[src/rtl/mem_access_arbiter_pkg.sv]
// Shared definitions for the SAP-3 external memory port: FSM states,
// transaction owner encoding and default bus widths.
package sap3_mem_pkg;

    localparam int ADDR_W_DEF = 16;
    localparam int DATA_W_DEF = 8;

    // Transaction sequence: grant in IDLE, then address, data, acknowledge.
    typedef enum logic [1:0] {
        ST_IDLE = 2'd0,
        ST_MAR  = 2'd1,
        ST_DATA = 2'd2,
        ST_ACK  = 2'd3
    } state_e;

    // Which requester owns the transaction in flight.
    typedef enum logic {
        OWN_CPU = 1'b0,
        OWN_LDR = 1'b1
    } owner_e;

    // The requester that did not own the given grant.
    function automatic owner_e other_owner(input owner_e o);
        return (o == OWN_CPU) ? OWN_LDR : OWN_CPU;
    endfunction

endpackage

[src/rtl/mem_access_arbiter_if.sv]
// Bundle of the CPU request port, loader request port and external memory
// pins. The arbiter uses the slave view; requesters and memory use master.
interface mem_access_arbiter_if
    import sap3_mem_pkg::*;
#(
    parameter int ADDR_W = ADDR_W_DEF,
    parameter int DATA_W = DATA_W_DEF
) ();

    // CPU controller side
    logic              cpu_req;
    logic              cpu_we;
    logic [ADDR_W-1:0] cpu_addr;
    logic [DATA_W-1:0] cpu_wdata;
    logic              cpu_ack;
    logic [DATA_W-1:0] cpu_rdata;

    // Program loader side (write only)
    logic              ldr_req;
    logic [ADDR_W-1:0] ldr_addr;
    logic [DATA_W-1:0] ldr_wdata;
    logic              ldr_ack;

    // External memory pins
    logic [ADDR_W-1:0] mem_bus;
    logic              mem_mar_we;
    logic              mem_ram_we;
    logic [DATA_W-1:0] mem_in;

    // Status
    logic              busy;
    logic              grant_ldr;

    modport slave (
        input  cpu_req, cpu_we, cpu_addr, cpu_wdata,
        output cpu_ack, cpu_rdata,
        input  ldr_req, ldr_addr, ldr_wdata,
        output ldr_ack,
        output mem_bus, mem_mar_we, mem_ram_we,
        input  mem_in,
        output busy, grant_ldr
    );

    modport master (
        output cpu_req, cpu_we, cpu_addr, cpu_wdata,
        input  cpu_ack, cpu_rdata,
        output ldr_req, ldr_addr, ldr_wdata,
        input  ldr_ack,
        input  mem_bus, mem_mar_we, mem_ram_we,
        output mem_in,
        input  busy, grant_ldr
    );

endinterface

[src/rtl/mem_access_arbiter_rr_arb2.sv]
// Two-input round-robin pick. On a tie the requester that did not win
// last time is chosen; a lone requester always wins.
module rr_arb2
    import sap3_mem_pkg::*;
(
    input  logic [1:0] req_i,        // [0] = CPU, [1] = loader
    input  owner_e     last_grant_i,
    output logic       valid_o,
    output owner_e     grant_o
);

    // Purely combinational selection; the caller registers the result.
    always_comb begin
        valid_o = |req_i;
        grant_o = OWN_CPU;
        case (req_i)
            2'b01:   grant_o = OWN_CPU;
            2'b10:   grant_o = OWN_LDR;
            2'b11:   grant_o = other_owner(last_grant_i);
            default: grant_o = OWN_CPU;
        endcase
    end

endmodule

[src/rtl/mem_access_arbiter.sv]
// Sequencer and two-way arbiter for the SAP-3 external memory port.
// Each granted access runs IDLE -> MAR -> DATA -> ACK; every output is a
// register loaded together with the state, so no request input reaches a
// memory strobe combinationally.
module mem_access_arbiter
    import sap3_mem_pkg::*;
#(
    parameter int ADDR_W = ADDR_W_DEF,
    parameter int DATA_W = DATA_W_DEF
) (
    input  logic                 clk,
    input  logic                 rst,
    mem_access_arbiter_if.slave  bus
);

    // FSM and transaction latches
    state_e            state_q;
    owner_e            owner_q;
    owner_e            last_grant_q;
    logic              we_q;
    logic [ADDR_W-1:0] addr_q;
    logic [DATA_W-1:0] wdata_q;

    // Registered outputs
    logic [ADDR_W-1:0] mem_bus_q;
    logic              mar_we_q;
    logic              ram_we_q;
    logic              cpu_ack_q;
    logic              ldr_ack_q;
    logic [DATA_W-1:0] cpu_rdata_q;
    logic              busy_q;
    logic              grant_ldr_q;

    // Arbitration result and the request fields of the winner
    logic              pick_valid_d;
    owner_e            pick_owner_d;
    logic              req_we_d;
    logic [ADDR_W-1:0] req_addr_d;
    logic [DATA_W-1:0] req_wdata_d;

    rr_arb2 u_rr_arb2 (
        .req_i        ({bus.ldr_req, bus.cpu_req}),
        .last_grant_i (last_grant_q),
        .valid_o      (pick_valid_d),
        .grant_o      (pick_owner_d)
    );

    // Route the winning requester's fields; the loader only ever writes.
    always_comb begin
        req_we_d    = bus.cpu_we;
        req_addr_d  = bus.cpu_addr;
        req_wdata_d = bus.cpu_wdata;
        if (pick_owner_d == OWN_LDR) begin
            req_we_d    = 1'b1;
            req_addr_d  = bus.ldr_addr;
            req_wdata_d = bus.ldr_wdata;
        end
    end

    // Transaction FSM with its registered outputs; reset aborts in-flight
    // work and drops any strobe immediately.
    always_ff @(posedge clk or posedge rst) begin
        if (rst) begin
            state_q      <= ST_IDLE;
            owner_q      <= OWN_CPU;
            last_grant_q <= OWN_LDR;
            we_q         <= 1'b0;
            addr_q       <= '0;
            wdata_q      <= '0;
            mem_bus_q    <= '0;
            mar_we_q     <= 1'b0;
            ram_we_q     <= 1'b0;
            cpu_ack_q    <= 1'b0;
            ldr_ack_q    <= 1'b0;
            cpu_rdata_q  <= '0;
            busy_q       <= 1'b0;
            grant_ldr_q  <= 1'b0;
        end else begin
            case (state_q)
                ST_IDLE: begin
                    if (pick_valid_d) begin
                        owner_q     <= pick_owner_d;
                        we_q        <= req_we_d;
                        addr_q      <= req_addr_d;
                        wdata_q     <= req_wdata_d;
                        // Present the address for the MAR cycle.
                        mem_bus_q   <= req_addr_d;
                        mar_we_q    <= 1'b1;
                        busy_q      <= 1'b1;
                        grant_ldr_q <= (pick_owner_d == OWN_LDR);
                        state_q     <= ST_MAR;
                    end
                end

                ST_MAR: begin
                    mar_we_q <= 1'b0;
                    // Writes drive zero-extended data; reads leave the bus at 0.
                    if (we_q) begin
                        mem_bus_q <= ADDR_W'(wdata_q);
                        ram_we_q  <= 1'b1;
                    end else begin
                        mem_bus_q <= '0;
                        ram_we_q  <= 1'b0;
                    end
                    state_q <= ST_DATA;
                end

                ST_DATA: begin
                    ram_we_q  <= 1'b0;
                    mem_bus_q <= '0;
                    // Only a CPU read updates the read-data register.
                    if (!we_q && owner_q == OWN_CPU) begin
                        cpu_rdata_q <= bus.mem_in;
                    end
                    cpu_ack_q <= (owner_q == OWN_CPU);
                    ldr_ack_q <= (owner_q == OWN_LDR);
                    state_q   <= ST_ACK;
                end

                ST_ACK: begin
                    cpu_ack_q    <= 1'b0;
                    ldr_ack_q    <= 1'b0;
                    last_grant_q <= owner_q;
                    busy_q       <= 1'b0;
                    grant_ldr_q  <= 1'b0;
                    state_q      <= ST_IDLE;
                end

                default: begin
                    state_q <= ST_IDLE;
                end
            endcase
        end
    end

    assign bus.mem_bus    = mem_bus_q;
    assign bus.mem_mar_we = mar_we_q;
    assign bus.mem_ram_we = ram_we_q;
    assign bus.cpu_ack    = cpu_ack_q;
    assign bus.ldr_ack    = ldr_ack_q;
    assign bus.cpu_rdata  = cpu_rdata_q;
    assign bus.busy       = busy_q;
    assign bus.grant_ldr  = grant_ldr_q;

endmodule

[src/flat_wrapper.sv]
// flat-port wrapper written by rule: the top's interface ports become plain ports
module mem_access_arbiter_flat import sap3_mem_pkg::*;
#(
    parameter int ADDR_W = ADDR_W_DEF,
    parameter int DATA_W = DATA_W_DEF
)
  (clk, rst, bus_cpu_req, bus_cpu_we, bus_cpu_addr, bus_cpu_wdata, bus_cpu_ack, bus_cpu_rdata, bus_ldr_req, bus_ldr_addr, bus_ldr_wdata, bus_ldr_ack, bus_mem_bus, bus_mem_mar_we, bus_mem_ram_we, bus_mem_in, bus_busy, bus_grant_ldr);
  mem_access_arbiter_if #(.ADDR_W(ADDR_W), .DATA_W(DATA_W)) bus_i ();
  input  logic clk;
  input  logic rst;
  input wire logic [$bits(bus_i.cpu_req)-1:0] bus_cpu_req;
  input wire logic [$bits(bus_i.cpu_we)-1:0] bus_cpu_we;
  input wire logic [$bits(bus_i.cpu_addr)-1:0] bus_cpu_addr;
  input wire logic [$bits(bus_i.cpu_wdata)-1:0] bus_cpu_wdata;
  output wire logic [$bits(bus_i.cpu_ack)-1:0] bus_cpu_ack;
  output wire logic [$bits(bus_i.cpu_rdata)-1:0] bus_cpu_rdata;
  input wire logic [$bits(bus_i.ldr_req)-1:0] bus_ldr_req;
  input wire logic [$bits(bus_i.ldr_addr)-1:0] bus_ldr_addr;
  input wire logic [$bits(bus_i.ldr_wdata)-1:0] bus_ldr_wdata;
  output wire logic [$bits(bus_i.ldr_ack)-1:0] bus_ldr_ack;
  output wire logic [$bits(bus_i.mem_bus)-1:0] bus_mem_bus;
  output wire logic [$bits(bus_i.mem_mar_we)-1:0] bus_mem_mar_we;
  output wire logic [$bits(bus_i.mem_ram_we)-1:0] bus_mem_ram_we;
  input wire logic [$bits(bus_i.mem_in)-1:0] bus_mem_in;
  output wire logic [$bits(bus_i.busy)-1:0] bus_busy;
  output wire logic [$bits(bus_i.grant_ldr)-1:0] bus_grant_ldr;
  assign bus_i.cpu_req = bus_cpu_req;
  assign bus_i.cpu_we = bus_cpu_we;
  assign bus_i.cpu_addr = bus_cpu_addr;
  assign bus_i.cpu_wdata = bus_cpu_wdata;
  assign bus_cpu_ack = bus_i.cpu_ack;
  assign bus_cpu_rdata = bus_i.cpu_rdata;
  assign bus_i.ldr_req = bus_ldr_req;
  assign bus_i.ldr_addr = bus_ldr_addr;
  assign bus_i.ldr_wdata = bus_ldr_wdata;
  assign bus_ldr_ack = bus_i.ldr_ack;
  assign bus_mem_bus = bus_i.mem_bus;
  assign bus_mem_mar_we = bus_i.mem_mar_we;
  assign bus_mem_ram_we = bus_i.mem_ram_we;
  assign bus_i.mem_in = bus_mem_in;
  assign bus_busy = bus_i.busy;
  assign bus_grant_ldr = bus_i.grant_ldr;
  mem_access_arbiter #(.ADDR_W(ADDR_W), .DATA_W(DATA_W)) u_core (.clk(clk), .rst(rst), .bus(bus_i));
endmodule
[config.mk]
export PLATFORM = sky130hd
export DESIGN_NAME = mem_access_arbiter_flat
export DESIGN_NICKNAME = d
export VERILOG_FILES = /design/src/rtl/mem_access_arbiter_pkg.sv /design/src/rtl/mem_access_arbiter_if.sv /design/src/rtl/mem_access_arbiter_rr_arb2.sv /design/src/rtl/mem_access_arbiter.sv /design/src/flat_wrapper.sv
export SDC_FILE = /design/constraint.sdc
export NUM_CORES = 1
export LEC_CHECK = 0
export ABC_AREA = 1
export BUFFER_PORTS_ARGS = -buffer_cell sky130_fd_sc_hd__buf_2
export CAP_MARGIN = 20
export CORE_MARGIN = 1.5
export CORE_UTILIZATION = 48
export DETAILED_ROUTE_END_ITERATION = 7
export PLACE_DENSITY = 0.78
export SKIP_LAST_GASP = 1
export SLEW_MARGIN = 0
export SYNTH_ARGS = -nofsm -noshare
export SYNTH_HDL_FRONTEND = slang
export SYNTH_SLANG_ARGS = --single-unit
[constraint.sdc]
create_clock -name clk -period 1.8 [get_ports clk]
set_input_delay 0.09 -clock clk [delete_from_list [all_inputs] [get_ports clk]]
set_output_delay 0.09 -clock clk [all_outputs]
set_load 0.01 [all_outputs]
==> flow_metrics.env, run 1 <==
export IMPL_cts_tree="built"
export IMPL_clk_pin_slew_worst_paths_ns=0.08
export IMPL_drt_iter0_drc=117
export IMPL_grt_pass1_vias=1914
export IMPL_relSlewSlack_pct=64.9
export IMPL_vias_per_cell=4.81
export IMPL_crit_required_ns=2.04
export IMPL_start_util_pct=50.1
export IMPL_netlist_instances=281
export IMPL_met2_usage_pct=34.8
export IMPL_cts_htree_levels=2
export IMPL_final_cell_mix="nand2_1, buf_2, dfrtp_1, inv_1, nor2_1"
export IMPL_power_density_mw_per_mm2=1690
export IMPL_end_kind="flop"
export IMPL_cts_root_buf="clkbuf_8"
export IMPL_syn_to_final_growth_pct=28.4
export IMPL_rrSetupSlack_ns=0.13
export IMPL_wl_per_cell_microns=11.9
export IMPL_p_leak_nw=1.62
export IMPL_fillCellCount=381
export IMPL_final_common_cell="nand2_1"
export IMPL_setup_viol=0
export IMPL_met3_usage_pct=5.56
export IMPL_cp_depth=7
export IMPL_die_y_microns=70.6
export IMPL_p_int_mw=2.82
export IMPL_antenna_left=0
export IMPL_drt_first_pass_iters=4
export IMPL_period_minus_slack_ns=1.67
export IMPL_p_total_mw=4.76
export IMPL_pwr_share_clk_pct=18.6
export IMPL_grt_busiest_layer="met2"
export IMPL_seqCellArea_sq_mm=0.00108
export IMPL_r2r_start="u_core.state_q[0]$_DFFE_PP0P_"
export IMPL_drv_slew=0
export IMPL_numCtsBuffers=5
export IMPL_tightestPinTransition_ns=0.526
export IMPL_finalNetCount=439
export IMPL_gp_congestion=0.822
export IMPL_status="complete, no violations"
export IMPL_cp_arrival_ns=1.91
export IMPL_die_x_microns=70.6
export IMPL_maxCapViolCount=0
export IMPL_synth_top_area_share_pct=47.9
export IMPL_cts_setup_buffers=0
export IMPL_crit_chain="inv_1, ha_1, nand2_4, nand2_4, nor2_2, nand2_1, nand2_1"
export IMPL_core_sq_mm=0.00438
export IMPL_grt_use_total_pct=21.6
export IMPL_synth_seq_cells=43
export IMPL_row_count=24
export IMPL_vdd_ir_drop_max_mv=0.798
export IMPL_overflow=0
export IMPL_startpoint="u_core.state_q[0]$_DFFE_PP0P_"
export IMPL_holdWs_ns=0.0177
export IMPL_grt_pass1_wl_mm=8.58
export IMPL_final_layout_size_suffix_gt1_share_pct=29.9
export IMPL_drt_total_wl_mm=5.08
export IMPL_r2r_end="u_core.bus.mem_bus[12]$_DFFE_PP0P_"
export IMPL_placedCellCount=417
export IMPL_n_antenna_cell=0
export IMPL_fin_cells=426
export IMPL_hold_class="in2reg"
export IMPL_rr_worst_depth=7
export IMPL_finalCritPeriodShare_pct=92.7
export IMPL_ys_seq_area_share_pct=49.1
export IMPL_syn_cell_area_sq_mm=0.00220
export IMPL_cts_sinks=43
export IMPL_die_area_sq_mm=0.00499
export IMPL_seqPwrFrac_pct=35.6
export IMPL_synth_area_per_cell_sq_um=7.81
export IMPL_io_pins=91
export IMPL_dr_total_vias=2049
export IMPL_cp_start_kind="flop"
export IMPL_rsz0062_at_grt="false"
export IMPL_cp_slowest_cell="dfrtp_1"
export IMPL_stdcell_area_sq_mm=0.00282
export IMPL_grt_antenna_before_repair=0
export IMPL_clkLatencyLatePin_ns=0.30
export IMPL_drc_errors=0
export IMPL_max_freq_mhz=600
export IMPL_dp_hpwl_mm=3.72
export IMPL_io_buffers=90
export IMPL_report_final_hold_viol_count=0
export IMPL_skew_ns=0.00624
export IMPL_finalSetupTns_ns=0
export IMPL_p_comb_share_pct=45.8
export IMPL_grt_use_met1_pct=28.7
export IMPL_synth_area_leader_cell="dfrtp_1"
export IMPL_worst_path_buf_inv=1
export IMPL_p_switching_mw=1.94
export IMPL_synthTopCellsByArea="dfrtp_1, nand2_1, inv_1, nor2_1, nand3_1"
export IMPL_crit_family="simple AND/OR/NAND/NOR gates"
export IMPL_p_sw_share_pct=40.8
export IMPL_grt_max_degree=44
export IMPL_ys_types=25
export IMPL_critPathCapture="u_core.bus.mem_bus[12]$_DFFE_PP0P_"
export IMPL_path_max_fanout=18
export IMPL_synth_warnings=0
export IMPL_synth_nets=347
export IMPL_worstHoldPathCells=3
export IMPL_slowest_delay_ns=0.39
export IMPL_placed_area_sq_mm=0.00267
export IMPL_max_clock_path_buffers=2
export IMPL_multiInputGateArea_sq_um=935
export IMPL_path_class="reg2reg"
-- worst min-delay path by stage --
| stage | start | slack (ns) | end |
|---|---|---|---|
| floorplan | bus_cpu_we | 0.23 | u_core.we_q$_DFFE_PP0P_ |
| global placement | rst | 0.24 | u_core.bus.cpu_rdata[0]$_DFFE_PP0P_ |
| detailed placement | rst | 0.25 | u_core.bus.cpu_rdata[7]$_DFFE_PP0P_ |
| CTS | bus_mem_in[2] | 0.005 | u_core.bus.cpu_rdata[2]$_DFFE_PP0P_ |
| global route | bus_mem_in[2] | 0.01 | u_core.bus.cpu_rdata[2]$_DFFE_PP0P_ |
| finish | bus_mem_in[3] | 0.02 | u_core.bus.cpu_rdata[3]$_DFFE_PP0P_ |
-- stage by stage --
stage,util (%),setup WS (ns)
2_1_floorplan,-,0.443
3_3_place_gp,61.0,0.276
3_5_place_dp,61.0,0.195
4_1_cts,64.3,0.152
5_1_grt,64.3,0.0157
6_report,64.3,0.132
-- flip-flops by register name, indices dropped and copies added (netlist names) --
name	flops
u_core.wdata_q	8
u_core.bus.cpu_ack	1
u_core.bus.cpu_rdata	8
u_core.last_grant_q	1
u_core.bus.busy	1
u_core.owner_q	1
u_core.bus.mem_mar_we	1
u_core.state_q	2
u_core.bus.ldr_ack	1
u_core.bus.mem_ram_we	1
u_core.bus.mem_bus	16
u_core.bus.grant_ldr	1
u_core.we_q	1
-- power groups by stage --
stage	sequential, mW	clock [mW]	combinational (mW)
3_3_place_gp	1.70	0	2.12
5_1_grt	1.74	0.941	2.51
3_5_place_dp	1.70	0	2.18
4_1_cts	1.69	0.907	2.21
2_1_floorplan	1.82	0	1.36
6_report	1.69	0.886	2.18
-- kinds of logic (layout without fill, tap and decap cells) --
family | count (synthesis) | count (layout) | share of synthesized area [%]
AO/OA/AOI/OAI | 35 | 35 | 8.60
AND/OR/NAND/NOR | 159 | 159 | 31.1
buffers and inverters | 39 | 132 | 8.38
flip-flops | 43 | 43 | 49.1
adder cells (fa/ha/maj) | 5 | 5 | 2.85
-- Yosys cell counts --
| cell | instances |
|---|---|
| o22ai_1 | 1 |
| nand2_4 | 3 |
| buf_4 | 2 |
| a21oi_1 | 14 |
| nand3_1 | 17 |
| nor3_1 | 1 |
| buf_6 | 3 |
| nand3b_1 | 7 |
| clkbuf_1 | 2 |
| buf_2 | 4 |
| o21ai_1 | 2 |
| clkinv_1 | 1 |
| dfstp_2 | 1 |
| o31ai_1 | 1 |
| dfrtp_1 | 42 |
| nor2_1 | 25 |
| nor2_2 | 2 |
| nand2_2 | 1 |
| nor2_4 | 1 |
| o21ai_0 | 9 |
| a31oi_1 | 8 |
| inv_4 | 1 |
| ha_1 | 5 |
| inv_1 | 26 |
| nand2_1 | 102 |
-- routing by layer --
metal	part of all wire, %	wire [microns]
met5	0	0
met4	1.8	89
met3	6.0	305
met2	47	2370
met1	46	2320
-- tightest hold or removal path: cells and delay by family --
family | cells | cell delay [ns]
and+or+nand+nor | 2 | 0.12
buffers and inverters | 1 | 0.08
-- area by class of cell --
type	instances	area share [%]
sequential	43	38.2
inverter	28	3.82
tap	52	2.31
clock buffer	5	2.44
timing repair buffer	96	17.7
multi-input combinational	199	33.2
clock inverter	3	2.40
-- repair_timing --
action	CTS	global route
endpoints found under the setup margin	0	0
hold endpoints to repair	42	0
hold buffers	1	0
gates resized for setup	0	0
Power figures use the tool's default switching activity.
==> inputs of run 2 (changes only) <==
==> constraint.sdc (replaced) <==
create_clock -name clk -period 1.8 [get_ports clk]
set_input_delay 0.18 -clock clk [delete_from_list [all_inputs] [get_ports clk]]
set_output_delay 0.18 -clock clk [all_outputs]
set_load 0.01 [all_outputs]
==> run 2 against run 1 <==
Effect of this change: the run now ends with hold timing left; first-iteration DRC count grew 6.0%; flip-flop and latch count unchanged; die area is the same; hold slack got worse by 0.025 ns; sequential share of layout area up 0.14 points; register-to-register slack barely moved; combinational power hardly changed; largest power group unchanged; highest routed layer unchanged.
==> flow_metrics.env, run 2 (synthesis gave the netlist of run 1 again) <==
export IMPL_status="complete, but fails checks"
export IMPL_violations="hold timing"
export IMPL_vdd_ir_drop_max_mv=0.798
export IMPL_drv_slew=0
export IMPL_skew_ns=0.00630
export IMPL_setup_viol=0
export IMPL_start_util_pct=50.1
export IMPL_clk_pin_slew_worst_paths_ns=0.08
export IMPL_final_common_cell="nand2_1"
export IMPL_grt_antenna_before_repair=0
export IMPL_end_kind="flop"
export IMPL_cts_sinks=43
export IMPL_cts_htree_levels=2
export IMPL_cp_slowest_cell="dfrtp_1"
export IMPL_finalSetupTns_ns=0
export IMPL_r2r_start="u_core.state_q[0]$_DFFE_PP0P_"
export IMPL_row_count=24
export IMPL_cts_resized=0
export IMPL_hold_class="in2async"
export IMPL_io_buffers=90
export IMPL_vias_per_cell=4.80
export IMPL_drt_iter0_drc=124
export IMPL_crit_chain="inv_1, ha_1, nand2_4, nand2_4, nor2_2, nand2_1, nand2_1"
export IMPL_wl_per_cell_microns=11.9
export IMPL_grt_use_total_pct=21.6
export IMPL_cp_start_kind="flop"
export IMPL_grt_max_degree=44
export IMPL_p_leak_nw=1.61
export IMPL_grt_pass1_wl_mm=8.56
export IMPL_drc_errors=0
export IMPL_overflow=0
export IMPL_drt_first_pass_iters=4
export IMPL_gp_congestion=0.822
export IMPL_path_class="reg2reg"
export IMPL_placed_area_sq_mm=0.00267
export IMPL_antenna_left=0
export IMPL_rsz0062_at_grt="false"
export IMPL_cp_arrival_ns=1.91
export IMPL_die_x_microns=70.6
export IMPL_final_layout_size_suffix_gt1_share_pct=30.0
export IMPL_holdWs_ns=-0.00758
export IMPL_clkLatencyLatePin_ns=0.30
export IMPL_slowest_delay_ns=0.39
export IMPL_power_density_mw_per_mm2=1700
export IMPL_relSlewSlack_pct=65.0
export IMPL_path_max_fanout=18
export IMPL_largest_reg_flops=16
export IMPL_die_area_sq_mm=0.00499
export IMPL_tightestPinTransition_ns=0.525
export IMPL_grt_pass1_vias=1902
export IMPL_cts_setup_buffers=0
export IMPL_stdcell_area_sq_mm=0.00281
export IMPL_maxCapViolCount=0
export IMPL_max_clock_path_buffers=2
export IMPL_report_final_hold_viol_count=18
export IMPL_crit_required_ns=2.04
export IMPL_final_cell_mix="nand2_1, buf_2, dfrtp_1, inv_1, nor2_1"
export IMPL_numCtsBuffers=5
export IMPL_n_antenna_cell=0
export IMPL_io_pins=91
export IMPL_cts_root_buf="clkbuf_8"
export IMPL_period_minus_slack_ns=1.67
export IMPL_startpoint="u_core.state_q[0]$_DFFE_PP0P_"
export IMPL_die_y_microns=70.6
export IMPL_dp_hpwl_mm=3.72
export IMPL_drt_total_wl_mm=5.06
export IMPL_core_sq_mm=0.00438
export IMPL_max_freq_mhz=599
export IMPL_dr_total_vias=2041
export IMPL_finalNetCount=438
export IMPL_fillCellCount=382
export IMPL_finalCritPeriodShare_pct=92.8
export IMPL_hold_buffers=0
export IMPL_syn_to_final_growth_pct=27.9
export IMPL_cts_tree="built"
-- run 2: changes by cell type in the layout (fill, tap and decap cells not counted), sizes merged --
| cell | delta |
|---|---|
| dlygate4sd3 | -1 |
-- run 2: final timing paths --
check / endpoint / slack (ns) / cells past startpoint
max in group asynchronous: u_core.bus.mem_bus[4]$_DFFE_PP0P_ / 1.44 / 3
hold reg to reg: u_core.bus.cpu_rdata[2]$_DFFE_PP0P_ / 0.47 / 2
setup reg to reg: u_core.bus.mem_bus[12]$_DFFE_PP0P_ / 0.13 / 7
min in group clk: u_core.bus.cpu_rdata[3]$_DFFE_PP0P_ / 0.11 / 3
hold / removal: u_core.bus.cpu_rdata[1]$_DFFE_PP0P_ / -0.008 / 3
setup / recovery: u_core.bus.mem_bus[12]$_DFFE_PP0P_ / 0.13 / 7
-- run 2: per-stage QoR --
step                hold WS [ns]  power [mW]  setup WS (ns)  std cells  util [%]
floorplan                  0.321        3.18          0.443        281         -
global placement           0.331        3.82          0.276        417      61.0
detailed placement         0.336        3.88          0.195        417      61.0
CTS                      0.00554        4.81          0.152        425      64.1
global route              0.0451        5.19         0.0157        425      64.1
finish                  -0.00758        4.76          0.129        425      64.1
-- run 2: critical path, delay by kind of cell (launching register included) --
kind	cells	cell delay, ns
fa+ha+maj	1	0.28
flops	1	0.39
buf+inv	1	0.11
simple gates	5	0.82
-- run 2: power breakdown --
part / total [mW] / internal (mW) / switching [mW]
logic: 2.18 / 0.818 / 1.36
registers: 1.70 / 1.45 / 0.249
clock network: 0.886 / 0.553 / 0.333
total: 4.76 / 2.82 / 1.94
-- run 2: area by class of cell --
class                      count  area (sq um)  share of cell area, %
sequential                    43          1080                   38.4
multi-input combinational    199           935                   33.3
timing repair buffer          95           488                   17.4
inverter                      28           108                   3.83
clock buffer                   5          68.8                   2.45
clock inverter                 3          67.6                   2.41
tap                           52          65.1                   2.32
-- run 2: metal layers --
metal  share of wire (%)  wire length [microns]  global-route usage (%)
met5                   0                      0                       0
met4                 1.8                     89                    7.76
met1                  45                   2300                    28.7
met3                 6.6                    334                    5.56
met2                  46                   2340                    34.6
==> inputs of run 3 (changes only) <==
- PLACE_DENSITY: 0.78 -> 0.8
- TNS_END_PERCENT: not set -> 5
==> run 3 against run 2 <==
Effect of this change: the flow still finishes with violations (hold timing); global-route usage is 0.92 points higher; via count is 2.5% higher; clock power is 30% lower; maximum frequency is 1.7% higher; sequential share of layout area is 0.59 points higher; count of clock-buffer cells in the layout stayed put; register-to-register slack better by 0.03 ns; hold slack worse by 0.0039 ns; wire length is 4.1% higher; combinational power hardly changed; non-clock buffer count stayed put; largest cell class unchanged; largest power group unchanged.
==> flow_metrics.env, run 3 (synthesis gave the netlist of run 1 again) <==
export IMPL_report_final_hold_viol_count=8
export IMPL_vdd_ir_drop_max_mv=1.02
export IMPL_pwr_share_clk_pct=13.8
export IMPL_cp_arrival_ns=1.87
export IMPL_skew_ns=0.0105
export IMPL_wl_per_cell_microns=12.4
export IMPL_cts_sinks=43
export IMPL_rsz0062_at_grt="true"
export IMPL_vias_per_cell=4.92
export IMPL_violations="hold timing"
export IMPL_dp_hpwl_mm=3.91
export IMPL_p_leak_nw=1.59
export IMPL_die_y_microns=70.6
export IMPL_drt_total_wl_mm=5.27
export IMPL_crit_required_ns=2.03
export IMPL_grt_use_total_pct=22.5
export IMPL_hold_buffers=0
export IMPL_die_area_sq_mm=0.00499
export IMPL_path_max_fanout=18
export IMPL_clkLatencyLatePin_ns=0.30
export IMPL_max_clock_path_buffers=2
export IMPL_antenna_left=0
export IMPL_drv_slew=0
export IMPL_status="complete, but fails checks"
export IMPL_gp_congestion=0.869
export IMPL_p_total_mw=4.52
export IMPL_relSlewSlack_pct=64.4
export IMPL_p_sw_share_pct=43.6
export IMPL_final_cell_mix="nand2_1, buf_2, dfrtp_1, inv_1, nor2_1"
export IMPL_tightestPinTransition_ns=0.534
export IMPL_dp_worst_setup_slack_ns=0.166
export IMPL_power_density_mw_per_mm2=1630
export IMPL_largest_reg_flops=16
export IMPL_numCtsBuffers=5
export IMPL_final_layout_size_suffix_gt1_share_pct=30.0
export IMPL_core_sq_mm=0.00438
export IMPL_fin_cells=425
export IMPL_start_util_pct=50.1
export IMPL_grt_pass1_wl_mm=8.99
export IMPL_cp_slowest_cell="dfrtp_1"
export IMPL_holdWs_ns=-0.0115
export IMPL_drc_errors=0
export IMPL_die_x_microns=70.6
export IMPL_syn_to_final_growth_pct=26.0
export IMPL_cp_start_kind="flop"
export IMPL_grt_antenna_before_repair=0
export IMPL_max_freq_mhz=608
export IMPL_finalCritPeriodShare_pct=91.3
export IMPL_p_int_mw=2.55
export IMPL_placedCellCount=417
export IMPL_seqPwrFrac_pct=37.5
export IMPL_io_pins=91
export IMPL_cts_resized=0
export IMPL_setup_ws_ns=0.156
export IMPL_crit_chain="inv_1, ha_1, nand2_4, nand2_4, nor2_2, nand2_1, nand2_1"
export IMPL_cts_setup_buffers=0
export IMPL_maxCapViolCount=0
export IMPL_p_switching_mw=1.97
export IMPL_clk_pin_slew_worst_paths_ns=0.09
export IMPL_cts_root_buf="clkbuf_8"
export IMPL_slowest_delay_ns=0.38
export IMPL_overflow=0
export IMPL_hold_class="in2async"
export IMPL_io_buffers=90
export IMPL_row_count=24
export IMPL_setup_viol=0
export IMPL_grt_max_degree=44
export IMPL_p_comb_share_pct=48.8
export IMPL_grt_pass1_vias=1985
export IMPL_drt_first_pass_iters=5
export IMPL_period_minus_slack_ns=1.64
export IMPL_path_class="reg2reg"
export IMPL_drt_iter0_drc=93
export IMPL_final_common_cell="nand2_1"
export IMPL_dr_total_vias=2092
export IMPL_cts_htree_levels=2
export IMPL_cts_tree="built"
export IMPL_finalNetCount=438
export IMPL_n_antenna_cell=0
export IMPL_end_kind="flop"
[run 3: changes by cell type in the layout (fill, tap and decap cells not counted)]
cell and delta:
clkinv_4 +2, bufinv_16 -2
[run 3: metal layers]
metal  share of wire (%)  track usage (%)  vias to the layer above
met1                  45             30.9                      943
met4                 1.6             7.97                        0
met5                   0                0                        -
met3                 6.8             4.70                        8
met2                  46             35.7                       79
li1                    -                -                     1062
[run 3: cell type report]
| class | instances | area, sq um |
|---|---|---|
| Clock buffer | 5 | 68.8 |
| Clock inverter | 3 | 25.0 |
| Fill cell | 403 | 1620 |
| Inverter | 28 | 108 |
| Multi-Input combinational cell | 199 | 935 |
| Sequential cell | 43 | 1080 |
| Tap cell | 52 | 65.1 |
| Timing Repair Buffer | 95 | 488 |
[run 3: worst max-delay path, delay by kind of cell, from the launching register on]
| kind | cells | cell delay (ns) |
|---|---|---|
| AND/OR/NAND/NOR | 5 | 0.82 |
| adder cells (fa/ha/maj) | 1 | 0.27 |
| flip-flops | 1 | 0.38 |
| buffers and inverters | 1 | 0.10 |
[run 3: power groups by stage]
stage / combinational, mW / clock, mW / sequential [mW]
CTS: 2.22 / 0.637 / 1.69
detailed placement: 2.21 / 0 / 1.71
floorplan: 1.36 / 0 / 1.82
finish: 2.20 / 0.622 / 1.69
global placement: 2.13 / 0 / 1.70
global route: 2.49 / 0.677 / 1.75
[run 3: path summary, 6_finish.rpt]
kind | slack [ns] | startpoint | end | cells past startpoint
setup / recovery | 0.16 | u_core.state_q[0]$_DFFE_PP0P_ | u_core.bus.mem_bus[10]$_DFFE_PP0P_ | 7
hold / removal | -0.01 | rst | u_core.bus.cpu_rdata[0]$_DFFE_PP0P_ | 3
setup reg to reg | 0.16 | u_core.state_q[0]$_DFFE_PP0P_ | u_core.bus.mem_bus[10]$_DFFE_PP0P_ | 7
hold reg to reg | 0.47 | u_core.bus.cpu_rdata[1]$_DFFE_PP0P_ | u_core.bus.cpu_rdata[1]$_DFFE_PP0P_ | 2
max in group asynchronous | 1.43 | rst | u_core.bus.mem_bus[3]$_DFFE_PP0P_ | 3
min in group clk | 0.11 | bus_mem_in[5] | u_core.bus.cpu_rdata[5]$_DFFE_PP0P_ | 3
[run 3: per-stage QoR]
stage / utilization (%) / setup TNS (ns) / cell area (sq um)
finish: 63.1 / 0 / 2770
global route: 63.1 / -0.0152 / 2770
CTS: 63.1 / 0 / 2770
detailed placement: 61.0 / 0 / 2670
global placement: 61.0 / 0 / 2670
floorplan: - / 0 / 2200
